File: src/rtl/fetch_pkg.sv
// rtl/fetch_pkg.sv - shared types and constants for the byte-serial instruction fetch unit
package fetch_pkg;

  localparam int INST_W         = 32;
  localparam int BYTES_PER_INST = 4;
  localparam int MEM_RD_LAT_MIN = 1;
  localparam int MEM_RD_LAT_MAX = 2;

  typedef enum logic [1:0] {
    S_IDLE,
    S_FETCH,
    S_DRAIN,
    S_HOLD
  } fetch_state_e;

endpackage

File: src/rtl/fetch_byte_asm.sv
// rtl/fetch_byte_asm.sv - little-endian byte-to-word assembler; o_word already includes the byte written this cycle
module fetch_byte_asm
  import fetch_pkg::*;
(
  input  logic              clk,
  input  logic              rst,
  input  logic [7:0]        i_byte,
  input  logic [1:0]        i_idx,
  input  logic              i_we,
  input  logic              i_clear,
  output logic [INST_W-1:0] o_word
);

  logic [INST_W-1:0] r_word;
  logic [INST_W-1:0] w_merge;

  always_comb begin
    w_merge = r_word;
    if (i_we) begin
      w_merge[{i_idx, 3'b000} +: 8] = i_byte;
    end
  end

  always_ff @(posedge clk or negedge rst) begin
    if (!rst) begin
      r_word <= '0;
    end else if (i_clear) begin
      r_word <= '0;
    end else begin
      r_word <= w_merge;
    end
  end

  assign o_word = w_merge;

endmodule

File: src/rtl/instr_fetch.sv
// rtl/instr_fetch.sv - byte-serial instruction fetch FSM; define FETCH_BUF_EN for a one-entry output buffer
module instr_fetch
  import fetch_pkg::*;
#(
  parameter int MEM_RD_LAT = 1
) (
  input  logic              clk,
  input  logic              rst,
  input  logic [INST_W-1:0] pc_i,
  input  logic              pc_ce_i,
  output logic              pc_ready_o,
  input  logic              flush_i,
  output logic [INST_W-1:0] mem_addr_o,
  output logic              mem_rd_o,
  input  logic [7:0]        mem_din_i,
  output logic [INST_W-1:0] inst_o,
  output logic [INST_W-1:0] inst_pc_o,
  output logic              inst_valid_o,
  input  logic              inst_ready_i
);

  fetch_state_e          r_state;
  logic [INST_W-1:0]     r_pc;
  logic [2:0]            r_issue;
  logic [1:0]            r_cnt;
  logic [1:0]            r_drain;
  logic [MEM_RD_LAT-1:0] r_rd_pipe;
  logic                  w_accept;
  logic                  w_cap;
  logic                  w_done;
  logic [INST_W-1:0]     w_word;

  assign pc_ready_o = (r_state == S_IDLE) && !flush_i;
  assign w_accept   = pc_ready_o && pc_ce_i;
  // A byte is only taken while fetching, so bytes landing in DRAIN or after reset are dropped.
  assign w_cap      = r_rd_pipe[MEM_RD_LAT-1] && (r_state == S_FETCH);
  assign w_done     = w_cap && (r_cnt == 2'(BYTES_PER_INST - 1));

  fetch_byte_asm u_asm (
    .clk     (clk),
    .rst     (rst),
    .i_byte  (mem_din_i),
    .i_idx   (r_cnt),
    .i_we    (w_cap),
    .i_clear (w_accept),
    .o_word  (w_word)
  );

  generate
    if (MEM_RD_LAT == 1) begin : g_lat1
      always_ff @(posedge clk or negedge rst) begin
        if (!rst) r_rd_pipe <= '0;
        else      r_rd_pipe <= mem_rd_o;
      end
    end else begin : g_latn
      always_ff @(posedge clk or negedge rst) begin
        if (!rst) r_rd_pipe <= '0;
        else      r_rd_pipe <= {r_rd_pipe[MEM_RD_LAT-2:0], mem_rd_o};
      end
    end
  endgenerate

  always_ff @(posedge clk or negedge rst) begin
    if (!rst) begin
      r_state      <= S_IDLE;
      r_pc         <= '0;
      r_issue      <= '0;
      r_cnt        <= '0;
      r_drain      <= '0;
      mem_addr_o   <= '0;
      mem_rd_o     <= 1'b0;
      inst_o       <= '0;
      inst_pc_o    <= '0;
      inst_valid_o <= 1'b0;
    end else begin
      case (r_state)
        S_IDLE: begin
          if (flush_i) begin
            inst_valid_o <= 1'b0;
          end else begin
`ifdef FETCH_BUF_EN
            if (inst_valid_o && inst_ready_i) inst_valid_o <= 1'b0;
`endif
            if (pc_ce_i) begin
              r_pc       <= pc_i;
              mem_addr_o <= pc_i;
              mem_rd_o   <= 1'b1;
              r_issue    <= 3'd1;
              r_cnt      <= '0;
              r_state    <= S_FETCH;
            end
          end
        end
        S_FETCH: begin
          if (flush_i) begin
            mem_rd_o <= 1'b0;
            r_drain  <= '0;
            r_state  <= S_DRAIN;
`ifdef FETCH_BUF_EN
            inst_valid_o <= 1'b0;
`endif
          end else begin
            if (mem_rd_o) begin
              if (r_issue == 3'(BYTES_PER_INST)) begin
                mem_rd_o <= 1'b0;
              end else begin
                mem_addr_o <= mem_addr_o + 1'b1;
                r_issue    <= r_issue + 1'b1;
              end
            end
            if (w_cap) r_cnt <= r_cnt + 1'b1;
`ifdef FETCH_BUF_EN
            if (inst_valid_o && inst_ready_i) inst_valid_o <= 1'b0;
            if (w_done) begin
              // Buffer free (or emptied this edge): hand the word over and start the next fetch.
              if (!inst_valid_o || inst_ready_i) begin
                inst_o       <= w_word;
                inst_pc_o    <= r_pc;
                inst_valid_o <= 1'b1;
                r_state      <= S_IDLE;
              end else begin
                r_state <= S_HOLD;
              end
            end
`else
            if (w_done) begin
              inst_o       <= w_word;
              inst_pc_o    <= r_pc;
              inst_valid_o <= 1'b1;
              r_state      <= S_HOLD;
            end
`endif
          end
        end
        S_DRAIN: begin
          if (r_drain == 2'(MEM_RD_LAT - 1)) r_state <= S_IDLE;
          else                               r_drain <= r_drain + 1'b1;
        end
        S_HOLD: begin
          if (flush_i) begin
            inst_valid_o <= 1'b0;
            r_state      <= S_IDLE;
          end else if (inst_ready_i) begin
`ifdef FETCH_BUF_EN
            inst_o    <= w_word;
            inst_pc_o <= r_pc;
`else
            inst_valid_o <= 1'b0;
`endif
            r_state <= S_IDLE;
          end
        end
        default: r_state <= S_IDLE;
      endcase
    end
  end

endmodule

File: config.mk
export PLATFORM = sky130hd
export DESIGN_NAME = instr_fetch
export DESIGN_NICKNAME = d
export VERILOG_FILES = /design/src/rtl/fetch_pkg.sv /design/src/rtl/fetch_byte_asm.sv /design/src/rtl/instr_fetch.sv
export SDC_FILE = /design/constraint.sdc
export NUM_CORES = 1
export LEC_CHECK = 0
export ABC_AREA = 0
export ABC_CLOCK_PERIOD_IN_PS = 1900
export BUFFER_PORTS_ARGS = -buffer_cell sky130_fd_sc_hd__buf_4
export CORE_UTILIZATION = 30
export CTS_CLUSTER_DIAMETER = 30
export DETAILED_ROUTE_END_ITERATION = 8
export GPL_TIMING_DRIVEN = 0
export PLACE_DENSITY_LB_ADDON = 0.12
export SLEW_MARGIN = 10
export SYNTH_ARGS = -nofsm -noshare
export SYNTH_HDL_FRONTEND = slang
export SYNTH_SLANG_ARGS = --single-unit
export TNS_END_PERCENT = 5
File: constraint.sdc
create_clock -name clk -period 1.9 [get_ports clk]
set_clock_uncertainty 0.1 [all_clocks]
set_input_delay 0.19 -clock clk [delete_from_list [all_inputs] [get_ports clk]]
set_output_delay 0.19 -clock clk [all_outputs]
set_load 0.1 [all_outputs]
==> metrics.md, run 1 <==
| Metric | Value |
|---|---|
| Outcome | complete, but fails checks |
| Violated checks | negative setup slack |
| DR iter-0 viols | 442 |
| Met1 WL | 11100 um |
| Sink Count | between 150 and 200 |
| Core Util, Final | 44.7% |
| Final Cycle Share | 102% |
| RSZ-0062 raised after global routing | yes |
| Fraction of layout cells with a size suffix above 1 | between 30% and 40% |
| Die Y | 158 um |
| Max-slew violations | 0 |
| Later-pin clock latency in the skew report | 0.43 ns |
| Yosys top cell area share | approximately 57% |
| GRT overflow | 0 |
| Root buffer cell | clkbuf_16 |
| P_leak | 5.25 nW |
| Area grow syn2layout | 45.6% |
| Ys flop type | dfrtp_1 |
| Initial Util | 30.7% |
| Met3 wire len | 1070 um |
| Hold slack | roughly 0.028 ns |
| Number of port buffers | between 100 and 150 |
| Commonest cells after routing, fill and taps aside | 257 x nand2_1, 176 x buf_4, 141 x dfrtp_1 |
| Commonest non-fill, non-tap cell in the layout | nand2_1 |
| Setup CP Type | reg2reg |
| Clock period minus worst slack | just under 2 ns |
| RD Place Congestion | roughly 0.83 |
| CTS Buffer Depth | 2 |
| CTS tree | done |
| Finished Cell Area | 10600 sq um |
| Ys Warns | 0 |
| Area after DPL | 8930 sq um |
| Wirelength, routed | 23700 um |
| Fillers | 2380 |
| TritonCTS Buffers | 17 |
| Core area | roughly 24000 sq um |
| Max Cap Viol | 0 |
| WL per Instance | ~17 um |
| DR pass1 iterations | 5 |
| Worst-Margin Slew | 0.614 ns |
| Crit path largest cell delay | around 0.46 ns |
| Setup ws final | -0.0316 ns |
| WP buf/inv | 0 |
| Largest net degree at the start of global routing | 63 |
| Syn Inst Count | approximately 800 |
| Rows | 56 |
| EDFF count, synth | 0 |
| Fmax | 518 MHz |
| Rel. slew slack | between 50% and 60% |
| Top sig layer | met4 |
| Htree depth | 4 |
| Synth unique cells | 59 |
| Antenna violations before repair | 0 |
| Clock slew at reported path FFs | 0.07 ns |
| Remaining DRCs | 0 |
| Cell taking the most area after synthesis | dfrtp_1 |
| Total global-route track usage | about a fifth |
| Critical Path Start Type | flop |
| Hold Crit Class | in2reg |
| Setup violators final | 5 |
| PwrDens | 1610 nW/um^2 |
| Hold Vio Cnt, Final | 0 |
| Avg Cell Area, Syn | 9.09 sq um |
| Ports | roughly 140 |
| Critical Path End Type | flop |
| Layout net count | 1088 |
| CP Cell Sequence | and4_4 > nand2_2 > or3_4 > or4_1 > nand4_1 |
| # diodes | 0 |
| Area of the mapped netlist | 7260 sq um |
| Async SR Flop Fraction | 100% |
| Peak supply drop | 0.00150 V |
| CP max FO | 5 |
| Setup TNS | -0.0936 ns |
| CP top delay family | simple AND/OR/NAND/NOR gates |
| Global-route wire length before repair | 37100 um |
| Top cells by area, synth | dfrtp_1 57%, nand2_1 14%, o21ai_0 3.4%, a21oi_1 2.6%, and3_1 2.2% |
| Yosys reg bits | 164 |
| Sequential area share after synthesis | 56.6% |
| Routed Antenna Nets | 0 |
| Total number of vias | 6604 |
| Met2 routed WL | 11300 um |
| Crit-path slowest cell | dfrtp_4 |
| Tot Pwr | 17.0 mW |
| Critical path arrival | 2.20 ns |
| Via density per instance | 4.83 |
| Final HPWL DP | 16600 um |
| Vias in the first global route | 6442 |
| Die area | 24800 sq um |
| Die Wd | around 160 um |
| Crit path required time | 2.16 ns |
| Syn nets | approximately 850 |
-- flip-flops by register name (all words and copies together) (netlist names) --
register and cells:
r_issue 3, mem_addr_o 32, r_drain 2, u_asm.r_word 24, mem_rd_o 1, r_pc 32
r_state 2, inst_pc_o 32, inst_o 32, r_cnt 2, r_rd_pipe 1, inst_valid_o 1
-- cell families after synthesis --
| family | synth area share (%) |
|---|---|
| simple gates | 26.1 |
| buf+inv | 2.90 |
| xor+xnor | 0.121 |
| compound gates | 12.6 |
| mux | 0.155 |
| fa+ha+maj | 1.55 |
| flops | 56.6 |
-- final cells by class --
| type | count | area (sq um) | share of cell area (%) |
|---|---|---|---|
| multi-input combinational | 580 | 3260 | 30.8 |
| clock buffer | 18 | 439 | 4.16 |
| clock inverter | 14 | 140 | 1.33 |
| sequential | 164 | 4170 | 39.5 |
| tap | 319 | 399 | 3.78 |
| timing repair buffer | 219 | 1810 | 17.1 |
| inverter | 12 | 45.0 | 0.426 |
| buffer | 40 | 299 | 2.83 |
-- cells in the mapped netlist, types with 6 or more instances --
library cell / instances
dfrtp_1: 164
inv_1: 12
clkbuf_1: 33
nand4_1: 8
a21oi_1: 37
buf_2: 6
nand3_1: 32
a22oi_1: 8
o22ai_1: 6
nor2_1: 41
ha_1: 9
and3_1: 26
a31oi_1: 6
o21ai_0: 50
nor3_1: 12
nand2_1: 263
-- per-stage QoR --
step,setup slack [ns],cells
2_1_floorplan,-0.379,798
3_3_place_gp,-0.867,1259
3_5_place_dp,-0.694,1261
4_1_cts,-0.0587,1352
5_1_grt,-0.106,1366
6_report,-0.0316,1366
-- where the power goes --
part	internal, mW	switching [mW]
logic	2.23	5.96
registers	4.51	0.836
clock network	1.87	1.56
total	8.61	8.35
-- metal layers --
| metal | track usage (%) | vias to the layer above |
|---|---|---|
| li1 | - | 3219 |
| met1 | 27.2 | 3183 |
| met2 | 32.8 | 183 |
| met3 | 3.08 | 19 |
| met4 | 5.22 | 0 |
| met5 | 0 | - |
-- worst min-delay path: cells and delay by family --
family,cells,cell delay [ns]
AND/OR/NAND/NOR,2,0.15
buffers and inverters,1,0.11
AO/OA/AOI/OAI,1,0.06
-- final timing paths --
path | from | endpoint | slack [ns] | cells past startpoint
max | mem_addr_o[5]$_DFFE_PN0P_ | mem_addr_o[23]$_DFFE_PN0P_ | -0.03 | 5
min in group asynchronous | rst | inst_o[17]$_DFFE_PN0P_ | 0.14 | 2
max in group asynchronous | rst | inst_pc_o[23]$_DFFE_PN0P_ | 0.89 | 3
max reg2reg | mem_addr_o[5]$_DFFE_PN0P_ | mem_addr_o[23]$_DFFE_PN0P_ | -0.03 | 5
min | inst_ready_i | r_state[0]$_DFFE_PN0P_ | 0.03 | 4
min reg2reg | mem_rd_o$_DFFE_PN0P_ | r_rd_pipe$_DFF_PN0_ | 0.35 | 0
-- timing repair --
action | in CTS | in global routing
endpoints found under the hold margin | 173 | 0
setup buffers | 22 | 14
hold buffers | 39 | 0
pin swaps | 12 | 11
setup endpoints to repair | 154 | 125
resized for setup | 70 | 67
Note: power is estimated with default switching activity, not from simulation.
==> inputs of run 2 (changes only) <==
--- a/config.mk
+++ b/config.mk
@@ -8,6 +8,7 @@
 export ABC_AREA = 0
 export ABC_CLOCK_PERIOD_IN_PS = 1900
 export BUFFER_PORTS_ARGS = -buffer_cell sky130_fd_sc_hd__buf_4
+export CORE_MARGIN = 8
 export CORE_UTILIZATION = 30
 export CTS_CLUSTER_DIAMETER = 30
 export DETAILED_ROUTE_END_ITERATION = 8
==> metrics.md, run 2 (synthesized netlist as in run 1, its figures left out) <==
| Metric | Value |
|---|---|
| DR pass1 iterations | 4 (was 5) |
| Violated checks | negative setup slack (unchanged) |
| Area after DPL | 8910 sq um (was 8930 sq um) |
| Sink Count | 164 (unchanged) |
| Critical Path Start Type | flop (unchanged) |
| Final HPWL DP | 17400 um (was 16600 um) |
| Htree depth | 4 (unchanged) |
| P_leak | 5.18 nW (was 5.25 nW) |
| Outcome | complete, but fails checks (unchanged) |
| Core Util, Final | 43.5% (was 44.7%) |
| Vias in the first global route | 6723 (was 6442) |
| CTS Buffer Depth | 2 (unchanged) |
| Setup CP Type | reg2reg (unchanged) |
| Rel. slew slack | 58.7% (was 59.0%) |
| Grt met3 use | 3.88% (was 3.08%) |
| Via density per instance | 4.82 (was 4.83) |
| Commonest non-fill, non-tap cell in the layout | nand2_1 (unchanged) |
| Core area | 24000 sq um (was 23600 sq um) |
| Antenna violations before repair | 0 (unchanged) |
| Max Cap Viol | 0 (unchanged) |
| Total global-route track usage | 16.9% (was 19.9%) |
| Fmax | 506 MHz (was 518 MHz) |
| Global-route wire length before repair | 38200 um (was 37100 um) |
| PwrDens | 1610 nW/um^2 (about the same) |
| Die Wd | 172 um (was 158 um) |
| Hold Crit Class | in2reg (unchanged) |
| WL per Instance | 18.1 um (was 17.4 um) |
| # diodes | 0 (unchanged) |
| Area grow syn2layout | 44.2% (was 45.6%) |
| Wirelength, routed | 24700 um (was 23700 um) |
| Clock period minus worst slack | 1.98 ns (was 1.93 ns) |
| Root buffer cell | clkbuf_16 (unchanged) |
| Rows | 57 (was 56) |
| Layout net count | 1081 (was 1088) |
| M2 GR Usage | 26.5% (was 32.8%) |
| Largest net degree at the start of global routing | 100 (was 63) |
| Fraction of layout cells with a size suffix above 1 | 31.0% (was 32.2%) |
| Remaining DRCs | 0 (unchanged) |
| RD Place Congestion | 0.828 (was 0.827) |
| Setup ws final | -0.0768 ns (was -0.0316 ns) |
| Worst-Margin Slew | 0.620 ns (was 0.614 ns) |
| Finished Cell Area | 10500 sq um (was 10600 sq um) |
| Clock slew at reported path FFs | 0.07 ns (about the same) |
| DR iter-0 viols | 467 (was 442) |
| Layout Cells excl Fill | 1364 (was 1366) |
| Hold Vio Cnt, Final | 0 (unchanged) |
| Setup TNS | -0.304 ns (was -0.0936 ns) |
| Final Cycle Share | 104% (was 102%) |
| Die Y | 172 um (was 158 um) |
| Max-slew violations | 0 (unchanged) |
| Routed Antenna Nets | 0 (unchanged) |
| Critical path arrival | 2.18 ns (was 2.20 ns) |
| TritonCTS Buffers | 17 (unchanged) |
| Setup violators final | 7 (was 5) |
| Met1 Usage GRT | 23.1% (was 27.2%) |
| RSZ-0062 raised after global routing | yes (unchanged) |
| Initial Util | 30.2% (was 30.7%) |
| Number of port buffers | 142 (unchanged) |
| Total number of vias | 6581 (was 6604) |
| Later-pin clock latency in the skew report | 0.43 ns (about the same) |
| DP Cell Count | 1265 (was 1261) |
| Peak supply drop | 0.00152 V (was 0.00150 V) |
| GRT busiest layer | met2 (unchanged) |
| GRT overflow | 0 (unchanged) |
| Crit path required time | 2.10 ns (was 2.16 ns) |
| CP max FO | 6 (was 5) |
| Ports | 144 (unchanged) |
| Die area | 29400 sq um (was 24800 sq um) |
| Commonest cells after routing, fill and taps aside | 257 x nand2_1, 174 x buf_4, 141 x dfrtp_1 (was 257 x nand2_1, 176 x buf_4, 141 x dfrtp_1) |
| CTS tree | done (unchanged) |
| Critical Path End Type | flop (unchanged) |
==> run 2: repair_timing <==
item / 4_1_cts / 5_1_grt
endpoints found under the setup margin: 145 / 147
gates resized for setup: 59 / 82
buffers inserted: 21 / 8
endpoints found under the hold margin: 125 / 0
hold buffers: 40 / 0
pin swaps: 13 / 14
==> run 2: layout make-up <==
| cell class | instances | area, sq um |
|---|---|---|
| buffer | 40 | 290 |
| fill | 2426 | 13600 |
| sequential | 164 | 4170 |
| multi-input combinational | 580 | 3240 |
| clock inverter | 13 | 135 |
| clock buffer | 19 | 453 |
| tap | 324 | 405 |
| timing repair buffer | 212 | 1720 |
| inverter | 12 | 45.0 |
==> run 2: report_power, final <==
group	internal, mW	switching (mW)
registers	4.51	0.877
logic	2.09	5.89
clock network	1.92	1.57
total	8.52	8.34
==> run 2: critical path, cell delays in order, from the launching register on <==
cell	delay, ns
dfrtp_4	0.46
nand3_4	0.09
or2_4	0.28
or4_4	0.56
o311ai_2	0.23
o211ai_1	0.13
==> run 2: path summary, 6_finish.rpt <==
path	startpoint	endpoint	slack [ns]	cells after the start
max in group asynchronous	rst	mem_addr_o[9]$_DFFE_PN0P_	0.56	3
hold reg to reg	mem_rd_o$_DFFE_PN0P_	r_rd_pipe$_DFF_PN0_	0.36	0
setup reg to reg	mem_addr_o[13]$_DFFE_PN0P_	mem_addr_o[30]$_DFFE_PN0P_	-0.08	5
setup / recovery	mem_addr_o[13]$_DFFE_PN0P_	mem_addr_o[30]$_DFFE_PN0P_	-0.08	5
min in group asynchronous	rst	inst_o[16]$_DFFE_PN0P_	0.20	2
hold / removal	pc_i[20]	r_pc[20]$_DFFE_PN0P_	0.11	3
==> run 2: metal layers <==
metal	vias to the layer above	routed length (um)	share of wire (%)
li1	3191	-	-
met1	3187	11700	47
met2	178	11300	46
met3	25	1330	5.4
met4	0	387	1.6
met5	-	0	0
==> run 2: per-stage QoR <==
step | power [mW] | hold WS, ns | setup WS (ns)
floorplan | 10.8 | -0.206 | -0.379
finish | 16.9 | 0.107 | -0.0768
CTS | 16.7 | 0.0794 | -0.111
global route | 17.6 | 0.0766 | -0.130
detailed placement | 12.7 | 0.0876 | -0.770
global placement | 12.6 | 0.297 | -0.886
